$ cat src/rtl/data_memory_arbiter_pkg.sv
// data_memory_arbiter_pkg
//   Types and constants shared by the data-memory arbiter, the memory
//   model and the decode stage.
//   - arbState_t : arbiter FSM states
//   - memReq_t   : one port's request as presented to the memory
//   - FUNC3_*    : load/store width codes (passed through untouched)
package data_memory_arbiter_pkg;

   typedef enum logic {
      ARB_CPU_PRIORITY = 1'b0,
      ARB_DMA_FORCED   = 1'b1
   } arbState_t;

   typedef struct packed {
      logic        write;
      logic [2:0]  func3;
      logic [31:0] address;
      logic [31:0] data;
   } memReq_t;

   localparam logic [2:0] FUNC3_LB  = 3'b000;
   localparam logic [2:0] FUNC3_LH  = 3'b001;
   localparam logic [2:0] FUNC3_LW  = 3'b010;
   localparam logic [2:0] FUNC3_LBU = 3'b100;
   localparam logic [2:0] FUNC3_LHU = 3'b101;
   localparam logic [2:0] FUNC3_SB  = 3'b000;
   localparam logic [2:0] FUNC3_SH  = 3'b001;
   localparam logic [2:0] FUNC3_SW  = 3'b010;

endpackage

$ cat src/rtl/data_memory_arbiter_starvation_counter.sv
// starvation_counter
//   Counts consecutive cycles a DMA request is pending but not accepted.
//   Ports:
//     clock, reset   : clock, synchronous active-high reset
//     pending        : DMA request is waiting this cycle
//     accepted       : DMA request is accepted this cycle
//     limitReached   : next-cycle count equals LIMIT (force a DMA grant)
module starvation_counter #(
   parameter int LIMIT = 4
) (
   input  logic clock,
   input  logic reset,
   input  logic pending,
   input  logic accepted,
   output logic limitReached
);

   localparam int              CW  = $clog2(LIMIT + 1);
   localparam logic [CW-1:0]   LIM = CW'(LIMIT);

   logic [CW-1:0] count;
   logic [CW-1:0] countNext;

   // A withdrawn or accepted request restarts the wait from zero.
   always_comb begin
      countNext = count;
      if (!pending || accepted)
         countNext = '0;
      else if (count != LIM)
         countNext = count + 1'b1;
   end

   // Looking at the next count lets the FSM enter the forced state right
   // after the LIMIT-th denied cycle.
   assign limitReached = (countNext == LIM);

   always_ff @(posedge clock) begin
      if (reset)
         count <= '0;
      else
         count <= countNext;
   end

endmodule

$ cat src/rtl/data_memory_arbiter.sv
// data_memory_arbiter
//   Shares the single-port data memory between the MEM stage (CPU port,
//   fixed priority, combinational read data) and a DMA/loader port
//   (valid/ready, registered read data one cycle after acceptance).
//   A starvation counter forces one DMA grant after STARVE_LIMIT denied
//   cycles, stalling the CPU for that cycle.
//   Ports:
//     clock, reset                 : clock, synchronous active-high reset
//     cpuReq/Write/Func3/Address/WriteData : CPU request
//     cpuReadData, cpuStall        : CPU load data (comb), hold MEM stage
//     dmaValid/Write/Func3/Address/WriteData : DMA request
//     dmaReady                     : DMA request accepted this cycle
//     dmaReadValid, dmaReadData    : registered DMA load response
//     memoryReadEnable/WriteEnable, func3, memoryAddress, writeData : to memory
//     readData                     : combinational data from memory
module data_memory_arbiter
   import data_memory_arbiter_pkg::*;
#(
   parameter int STARVE_LIMIT = 4
) (
   input  logic        clock,
   input  logic        reset,
   input  logic        cpuReq,
   input  logic        cpuWrite,
   input  logic [2:0]  cpuFunc3,
   input  logic [31:0] cpuAddress,
   input  logic [31:0] cpuWriteData,
   output logic [31:0] cpuReadData,
   output logic        cpuStall,
   input  logic        dmaValid,
   input  logic        dmaWrite,
   input  logic [2:0]  dmaFunc3,
   input  logic [31:0] dmaAddress,
   input  logic [31:0] dmaWriteData,
   output logic        dmaReady,
   output logic        dmaReadValid,
   output logic [31:0] dmaReadData,
   output logic        memoryReadEnable,
   output logic        memoryWriteEnable,
   output logic [2:0]  func3,
   output logic [31:0] memoryAddress,
   output logic [31:0] writeData,
   input  logic [31:0] readData
);

   arbState_t state;
   logic      cpuGrant;
   logic      dmaGrant;
   logic      limitReached;
   memReq_t   cpuPort;
   memReq_t   dmaPort;
   memReq_t   granted;

   assign cpuPort = '{write: cpuWrite, func3: cpuFunc3, address: cpuAddress, data: cpuWriteData};
   assign dmaPort = '{write: dmaWrite, func3: dmaFunc3, address: dmaAddress, data: dmaWriteData};

   // Nothing is granted while reset is held, so the memory sees no access
   // and the CPU stalls on any request.
   always_comb begin
      cpuGrant = 1'b0;
      dmaGrant = 1'b0;
      if (!reset) begin
         if (state == ARB_DMA_FORCED) begin
            dmaGrant = dmaValid;
         end else begin
            cpuGrant = cpuReq;
            dmaGrant = dmaValid && !cpuReq;
         end
      end
   end

   always_comb begin
      granted = '0;
      if (cpuGrant)
         granted = cpuPort;
      else if (dmaGrant)
         granted = dmaPort;
   end

   assign memoryReadEnable  = (cpuGrant || dmaGrant) && !granted.write;
   assign memoryWriteEnable = (cpuGrant || dmaGrant) &&  granted.write;
   assign func3             = granted.func3;
   assign memoryAddress     = granted.address;
   assign writeData         = granted.data;

   assign cpuReadData = (cpuGrant && !cpuWrite) ? readData : 32'h0;
   assign cpuStall    = cpuReq && !cpuGrant;
   assign dmaReady    = dmaGrant;

   starvation_counter #(.LIMIT(STARVE_LIMIT)) u_starve (
      .clock        (clock),
      .reset        (reset),
      .pending      (dmaValid),
      .accepted     (dmaGrant),
      .limitReached (limitReached)
   );

   // Forced state lasts exactly one cycle, whether or not the DMA is
   // still there to take it.
   always_ff @(posedge clock) begin
      if (reset) begin
         state        <= ARB_CPU_PRIORITY;
         dmaReadValid <= 1'b0;
         dmaReadData  <= 32'h0;
      end else begin
         if (state == ARB_DMA_FORCED)
            state <= ARB_CPU_PRIORITY;
         else if (limitReached)
            state <= ARB_DMA_FORCED;

         dmaReadValid <= dmaGrant && !dmaWrite;
         if (dmaGrant && !dmaWrite)
            dmaReadData <= readData;
      end
   end

endmodule

$ cat config.mk
export PLATFORM = sky130hd
export DESIGN_NAME = data_memory_arbiter
export DESIGN_NICKNAME = d
export VERILOG_FILES = /design/src/rtl/data_memory_arbiter_pkg.sv /design/src/rtl/data_memory_arbiter_starvation_counter.sv /design/src/rtl/data_memory_arbiter.sv
export SDC_FILE = /design/constraint.sdc
export NUM_CORES = 1
export LEC_CHECK = 0
export CORE_AREA = 2 2 119 121
export CTS_CLUSTER_SIZE = 20
export DETAILED_ROUTE_END_ITERATION = 8
export DIE_AREA = 0 0 121 123
export PLACE_DENSITY = 0.69
export SLEW_MARGIN = 20
export SYNTH_ARGS = -nofsm -noshare
export SYNTH_HDL_FRONTEND = slang
export SYNTH_SLANG_ARGS = --single-unit
$ cat constraint.sdc
create_clock -name clock -period 1.8 [get_ports clock]
set_input_delay 0.27 -clock clock [delete_from_list [all_inputs] [get_ports clock]]
set_output_delay 0.27 -clock clock [all_outputs]
set_load 0.02 [all_outputs]
==> insert_results.sql, run 1 <==
INSERT INTO impl_metrics (metric_group, metric, value, unit) VALUES
('run_status', 'status', 'finished with violations', ''),
('run_status', 'failed_checks', 'setup timing', ''),
('setup_path', 'cp.arrival', '1.67', 'ns'),
('cts', 'clk_transition_reported_paths', '0.06', 'ns'),
('cts', 'cts_buffers', '5', ''),
('route', 'vias_per_cell', '4.513', ''),
('global_route', 'grt_max_degree', '34', ''),
('timing', 'slew_viol_final', '0', ''),
('cells_and_area', 'design_area', '6872', 'um^2'),
('floorplanning', 'std_cell_rows', '43', ''),
('route', 'drc', '0', ''),
('route', 'route.final.wire_length', '17120', 'um'),
('route', 'vias', '3475', ''),
('hold_path', 'timing.hold.worst.start', 'u_starve.count[0]', ''),
('logic_synthesis', 'yosys_warnings', '0', ''),
('floorplanning', 'io_pins', '308', ''),
('route', 'drt_iter0_drc', '178', ''),
('hold_path', 'hold_path_end', 'state', ''),
('pwr', 'fin_total_pwr', '3247', 'uW'),
('pwr', 'power.switching_fraction', '29.00', '%'),
('pwr', 'p_int', '2306', 'uW'),
('timing', 'worst_slew_pin_slew', '0.4438', 'ns'),
('logic_synthesis', 'seq_area_frac_synth', '30.30', '%'),
('route', 'drt_first_pass_iters', '4', ''),
('logic_synthesis', 'syn_avg_cell_area', '9.625', 'um^2'),
('route', 'post_drt_wl_per_cell', '22.24', 'um'),
('hold_path', 'min_path_type', 'flip-flop to flip-flop', ''),
('floorplanning', 'initial_utilization', '17.96', '%'),
('placed_design', 'placed_cells_incl_taps', '733', ''),
('logic_synthesis', 'synth_largest_type_area_fraction', '30.30', '%'),
('timing', 'total_neg_setup_slack', '-6.353', 'ns'),
('global_route', 'grt_first_pass_wirelength', '22450', 'um'),
('cts', 'insertion_delay', '0.28', 'ns'),
('timing', 'slew_margin_rel', '70.41', '%'),
('floorplanning', 'die_x', '121', 'um'),
('logic_synthesis', 'synth_area_leader_cell', 'dfxtp_1', ''),
('timing', 'hold_violations', '0', ''),
('pwr', 'power_switching', '941.5', 'uW'),
('route', 'postRouteAntennaNets', '0', ''),
('logic_synthesis', 'total_of_flip_flops_plus_latches_after_synthesis', '37', ''),
('cts', 'clock_sink_count', '37', ''),
('setup_path', 'r2r-start', 'state', ''),
('hold_path', 'hold_depth', '2', ''),
('cts', 'tritoncts_clock_tree', 'done', ''),
('floorplanning', 'design.core.area', '13610', 'um^2'),
('setup_path', 'worst-r2r-setup-slack', '0.08', 'ns'),
('setup_path', 'worst_r2r_endpoint', 'dmaReadData[4]', ''),
('pwr', 'share_comb_of_total_power', '44.2', '%'),
('pwr', 'vdd.ir_drop.worst', '366.8', 'uV'),
('pwr', 'fraction_of_power_consumed_by_sequential_logic', '26.5', '%'),
('logic_synthesis', 'yosysUniqueCellTypes', '26', ''),
('logic_synthesis', 'synth.cell_area', '2445', 'um^2'),
('logic_synthesis', 'synth.area.top_cells', 'dfxtp_1, a22o_1, mux2_2, nor2b_1, and2_1', ''),
('timing', 'rsz0062_at_grt', 'yes', ''),
('timing', 'final_critical_path_setup_slack', '-0.1361', 'ns'),
('setup_path', 'cp-end-kind', 'output port', ''),
('cts', 'cts_htree_levels', '2', ''),
('placed_design', 'placed_cell_area', '5838', 'um^2'),
('logic_synthesis', 'synthesized_net_count', '428', ''),
('cts', 'ctsRootBufferMaster', 'clkbuf_16', ''),
('pwr', 'clock_network_fraction_of_total_power', '29.3', '%'),
('placed_design', 'detailedPlacementHpwl', '12280', 'um'),
('flow_run', 'max_cap_viol_count', '0', ''),
('cts', 'cts.hold.buffers_added', '0', ''),
('timing', 'finalSetupViolCount', '100', ''),
('floorplanning', 'design.die.area', '14880', 'um^2'),
('pwr', 'cellLeakagePower', '0.002989', 'uW'),
('floorplanning', 'die_y', '123', 'um'),
('timing', 'clock_skew', '0.005688', 'ns'),
('setup_path', 'startpoint_type', 'flip-flop', ''),
('cells_and_area', 'finish.net_count', '761', '');
[routing by layer]
layer  global-route usage, %  wire [um]  vias up
li1                        -          -     1604
met3                   10.15       2342       29
met4                   6.250        490        0
met5                       0          0        -
met2                   34.13       7886      230
met1                   23.92       6402     1612
[Yosys cell counts]
| master | instances |
|---|---|
| a211oi_1 | 1 |
| a21oi_1 | 2 |
| a22o_1 | 67 |
| and2_1 | 33 |
| and3_1 | 1 |
| buf_2 | 8 |
| buf_4 | 1 |
| buf_6 | 5 |
| clkbuf_1 | 11 |
| dfxtp_1 | 37 |
| ha_1 | 2 |
| inv_1 | 4 |
| mux2_2 | 32 |
| nand2_1 | 1 |
| nand2b_1 | 1 |
| nand2b_4 | 1 |
| nand3_1 | 1 |
| nand3_4 | 1 |
| nand3b_1 | 1 |
| nor2_1 | 2 |
| nor2b_1 | 35 |
| nor2b_4 | 1 |
| nor3_2 | 1 |
| nor3b_1 | 2 |
| nor3b_2 | 1 |
| o21ai_0 | 2 |
[metrics by stage]
step	utilization, %	hold WS [ns]	setup WS [ns]
finish	50.48	0.5728	-0.1361
global route	50.45	0.5940	-0.1838
CTS	46.25	0.5723	-0.1709
detailed placement	42.89	0.5629	-0.8087
global placement	42.89	0.5052	-0.7713
floorplan	-	0.4144	0.1436
[worst max-delay path by stage]
stage / from / to / slack (ns) / cells after the start
floorplan: reset / memoryWriteEnable / 0.14 / 6
global placement: reset / writeData[1] / -0.77 / 6
detailed placement: cpuReq / memoryAddress[24] / -0.81 / 5
CTS: state / writeData[16] / -0.17 / 5
global route: reset / writeData[8] / -0.18 / 7
finish: state / writeData[14] / -0.14 / 5
[area by class of cell]
cell class / count / area, um^2 / share of cell area [%]
Antenna cell: 2 / 5.005 / 0.07283
Multi-Input combinational cell: 188 / 1772 / 25.78
Inverter: 4 / 15.01 / 0.2185
Clock inverter: 1 / 8.758 / 0.1275
Sequential cell: 37 / 742.0 / 10.80
Timing Repair Buffer: 351 / 3951 / 57.50
Clock buffer: 7 / 152.6 / 2.221
Tap cell: 180 / 225.2 / 3.277
[cell families (layout without fill, tap and decap cells)]
family          count (synthesis)  in the layout  synth area share (%)
mux                            32             32                 14.74
flops                          37             37                 30.30
compound gates                 72             72                 25.13
buf+inv                        29            363                 6.551
other cells                     0              2                     0
fa+ha+maj                       2              2                 1.023
simple gates                   82             82                 22.26
[what timing repair did]
action / 4_1_cts / 5_1_grt
endpoints found under the setup margin: 107 / 102
resized for setup: 495 / 137
pin swaps: 15 / 49
endpoints found under the hold margin: 0 / 0
cloned: 9 / 7
setup buffers: 11 / 3
[state kept, by name, indices dropped and copies added (netlist names)]
signal,cells
u_starve.count,3
dmaReadData,32
state,1
dmaReadValid,1
[worst max-delay path, cell delays in order, from the launching register on]
cell       delay [ns]
dfxtp_2          0.32
nand2b_4         0.15
and2_4           0.22
bufbuf_16        0.29
a22o_1           0.23
buf_4            0.16
[placed cells by master, fill, tap and decap left out, types with 2 or more instances in the layout]
cell type,n
and2_4,33
clkbuf_16,11
buf_4,12
ha_1,2
mux2_2,32
buf_16,4
buf_2,4
a22o_1,54
dfxtp_1,36
a22o_4,13
buf_12,16
buf_6,99
nor2b_4,2
clkdlybuf4s50_1,201
diode_2,2
nor2b_1,34
inv_1,4
clkbuf_8,2
nor2_1,2
o21ai_0,2
dlygate4sd2_1,3
buf_8,5
nor3b_1,2
nand2b_4,2
[power by group through the flow]
stage          registers, uW  clock network, uW  logic (uW)
5_1_grt                  863               1020        1500
4_1_cts                  861                981        1310
3_5_place_dp             878                  0        1210
6_report                 861                950        1440
2_1_floorplan            910                  0         378
3_3_place_gp             876                  0        1200
No activity file was read; power rests on OpenSTA's default activity.
==> run 2, diff against run 1 <==
Settings changed: ABC_AREA set to 1, CORE_AREA 2 2 119 121 to 2 2 121 123, DIE_AREA 0 0 121 123 to 0 0 123 125.
==> run 2 against run 1 <==
- final cell count rose by 38%
- critical path depth rose by 3
- non-clock buffer count rose by 13
- worst setup slack improved by 0.16 ns
- die area rose by 3.3%
- total power rose by 2.0%
- critical path type unchanged
- first-iteration DRC count fell by 23%
- combinational power fell by 9.7%
- sequential share of layout area rose by 0.18 points
- the run now ends clean
- utilization fell by 2.9 points
- sequential cell count did not move
- register-to-register slack improved by 0.38 ns
==> insert_results.sql, run 2 <==
INSERT INTO impl_metrics (metric_group, metric, value, unit) VALUES
('cells_and_area', 'layout.cells.non_filler', '1065', ''),
('logic_synthesis', 'synth_commonest_cells', 'nand2_1, nor2_1, inv_1, dfxtp_1, buf_2', ''),
('logic_synthesis', 'yosys_warnings', '0', ''),
('cts', 'tritoncts_clock_tree', 'done', ''),
('cts', 'clock_sink_count', '37', ''),
('cells_and_area', 'largest_register_by_flop_count', 'dmaReadData', ''),
('pwr', 'fraction_of_power_consumed_by_sequential_logic', '26.0', '%'),
('cts', 'cts.hold.buffers_added', '0', ''),
('floorplanning', 'design.core.area', '14200', 'um^2'),
('cts', 'clk_transition_reported_paths', '0.06', 'ns'),
('logic_synthesis', 'synth.area.top_cells', 'nand2_1, dfxtp_1, nor2_1, inv_1, buf_2', ''),
('cts', 'ctsRootBufferMaster', 'clkbuf_16', ''),
('cts', 'insertion_delay', '0.28', 'ns'),
('logic_synthesis', 'seq_area_frac_synth', '27.50', '%'),
('cells_and_area', 'most_common_cell_after_layout_fill_and_taps_aside', 'nand2_1', ''),
('setup_path', 'crit_type', 'flip-flop to output port', ''),
('placed_design', 'place.gp.congestion', '0.8358', ''),
('timing', 'clock_skew', '0.006532', 'ns'),
('floorplanning', 'io_pins', '308', ''),
('cells_and_area', 'largest_registers', 'dmaReadData (32), u_starve.count (3)', ''),
('floorplanning', 'die_y', '125', 'um'),
('pwr', 'p_int', '2377', 'uW'),
('logic_synthesis', 'synth.cell_area', '2694', 'um^2'),
('timing', 'period_share', '98.94', '%'),
('global_route', 'met2_usage', '30.71', '%'),
('placed_design', 'detailedPlacementHpwl', '9596', 'um'),
('timing', 'period_needed', '1.781', 'ns'),
('floorplanning', 'die_x', '123', 'um'),
('global_route', 'gr-usage-all-layers', '17.04', '%'),
('setup_path', 'timing.critical_path.fanout_max', '8', ''),
('placed_design', 'placed_cells_incl_taps', '1031', ''),
('route', 'postRouteAntennaNets', '0', ''),
('route', 'route.final.wire_length', '14190', 'um'),
('pwr', 'power_switching', '933.7', 'uW'),
('cells_and_area', 'layout_common_cells', 'nand2_1, clkdlybuf4s50_1, nor2_1', ''),
('placed_design', 'placement.setup.worst_slack', '-0.6339', 'ns'),
('timing', 'total_neg_setup_slack', '0', 'ns'),
('route', 'post_drt_wl_per_cell', '13.33', 'um'),
('logic_synthesis', 'synthesized_net_count', '710', ''),
('pwr', 'power.switching_fraction', '28.20', '%'),
('global_route', 'antenna_found_initial', '0', ''),
('pwr', 'cellLeakagePower', '0.003596', 'uW'),
('cts', 'cts_htree_levels', '2', ''),
('cts', 'max-clock-path-buffers', '2', ''),
('global_route', 'grt_util_met1', '19.83', '%'),
('logic_synthesis', 'netlist_instances', '536', ''),
('logic_synthesis', 'syn_avg_cell_area', '5.026', 'um^2'),
('floorplanning', 'std_cell_rows', '44', ''),
('cts', 'cts_buffers', '5', ''),
('pwr', 'clock_network_fraction_of_total_power', '34.8', '%'),
('timing', 'final_critical_path_setup_slack', '0.01902', 'ns'),
('floorplanning', 'design.die.area', '15380', 'um^2'),
('cells_and_area', 'n_fill_cell', '1443', ''),
('route', 'drt_first_pass_iters', '5', ''),
('cells_and_area', 'finish.net_count', '1054', ''),
('pwr', 'vdd.ir_drop.worst', '390.3', 'uV'),
('global_route', 'grt_pass1_vias', '4033', ''),
('cells_and_area', 'max_ffs_per_register', '32', ''),
('logic_synthesis', 'yosysUniqueCellTypes', '12', ''),
('timing', 'slew_viol_final', '0', ''),
('logic_synthesis', 'total_of_flip_flops_plus_latches_after_synthesis', '37', ''),
('flow_run', 'max_cap_viol_count', '0', ''),
('setup_path', 'critical_path_required', '1.53', 'ns'),
('timing', 'final.hold.worst_slack', '0.4878', 'ns'),
('setup_path', 'startpoint_type', 'flip-flop', ''),
('logic_synthesis', 'synth_area_leader_cell', 'nand2_1', ''),
('timing', 'rsz0062_at_grt', 'yes', ''),
('pwr', 'share_comb_of_total_power', '39.2', '%'),
('timing', 'slew_margin_rel', '77.05', '%'),
('timing', 'hold_violations', '0', ''),
('cells_and_area', 'post_route_cells_drive_above_1_share', '23.38', '%'),
('cells_and_area', 'areaGrowthSynthToFinish', '151.0', '%'),
('global_route', 'met3_usage', '4.288', '%'),
('setup_path', 'cp-end-kind', 'output port', ''),
('logic_synthesis', 'synthMostInstantiatedCell', 'nand2_1', ''),
('logic_synthesis', 'synth_edf_count', '0', ''),
('floorplanning', 'initial_utilization', '18.97', '%'),
('placed_design', 'io_buffer_count', '307', ''),
('route', 'vias_per_cell', '3.959', ''),
('route', 'drt_iter0_drc', '137', ''),
('hold_path', 'min_path_type', 'input port to flip-flop', ''),
('timing', 'fmax', '561.5', 'MHz'),
('global_route', 'grt_max_degree', '42', ''),
('run_status', 'status', 'finished, final reports clean', ''),
('global_route', 'global_route_layer_with_the_greatest_usage', 'met2', ''),
('timing', 'worst_slew_pin_slew', '0.3443', 'ns'),
('route', 'vias', '4216', ''),
('setup_path', 'cp.arrival', '1.51', 'ns'),
('logic_synthesis', 'synth-async-reset-ratio', '0', '%'),
('global_route', 'grt-ovfl-total', '0', ''),
('global_route', 'grt_first_pass_wirelength', '20600', 'um'),
('route', 'drc', '0', ''),
('timing', 'finalSetupViolCount', '0', ''),
('cells_and_area', 'antenna_cells_inserted', '0', ''),
('pwr', 'power_density', '489.7', 'nW/um^2'),
('logic_synthesis', 'dominantRegCellSynth', 'dfxtp_1', ''),
('logic_synthesis', 'synth_largest_type_area_fraction', '39.15', '%');
run 2: final cells by class:
cell class / count / area, um^2 / area share, %
clock buffers: 5 / 125.1 / 1.850
multi-input cells: 393 / 1628 / 24.07
inverters: 79 / 304.0 / 4.497
repair buffers: 364 / 3664 / 54.18
well taps: 184 / 230.2 / 3.405
clock inverters: 3 / 68.82 / 1.018
flip-flops and latches: 37 / 742.0 / 10.97
run 2: power by group through the flow:
stage                     combinational [uW]  sequential (uW)  clock, uW
final                                   1300              861       1150
after global routing                    1390              864       1220
after CTS                               1240              861       1180
after detailed placement                1170              879          0
after global placement                  1160              878          0
after floorplan                          380              911          0
run 2: worst paths after layout:
path                  start                 to  slack, ns  cells past startpoint
min                   reset  u_starve.count[1]       0.49                      3
max reg2reg           state    dmaReadData[17]       0.46                      9
max                   state    cpuReadData[19]       0.02                      8
min reg2reg  dmaReadData[3]     dmaReadData[3]       0.51                      4
run 2: logic make-up after synthesis:
group / share of synthesized area [%]
buffers and inverters: 16.67
DFF: 27.50
and+or+nand+nor: 54.90
adders and majority gates: 0.9288
run 2: what timing repair did:
| item | in CTS | in global routing |
|---|---|---|
| gates cloned | 9 | 4 |
| pin swaps | 4 | 13 |
| hold endpoints to repair | 0 | 0 |
| setup buffers | 15 | 3 |
| gates resized for setup | 502 | 102 |
| endpoints found under the setup margin | 103 | 101 |
run 2: per-stage QoR:
step                utilization, %  area (um^2)  total power [uW]
global route                 47.60         6761              3469
global placement             43.21         6137              2042
finish                       47.60         6761              3311
detailed placement           43.21         6137              2046
CTS                          45.60         6477              3279
floorplan                        -         2694              1291
run 2: metal layers:
metal	share of wire, %	vias to the layer above
met5	0	-
met1	40	1806
met2	51	174
met3	6.9	24
met4	1.8	0
li1	-	2212
run 2: worst max-delay path: stages (launching register included):
cell,delay [ns]
dfxtp_2,0.32
inv_2,0.07
nand2_4,0.07
nor2_4,0.10
buf_4,0.15
nand2_8,0.08
clkbuf_16,0.18
nor2_1,0.10
buf_4,0.15
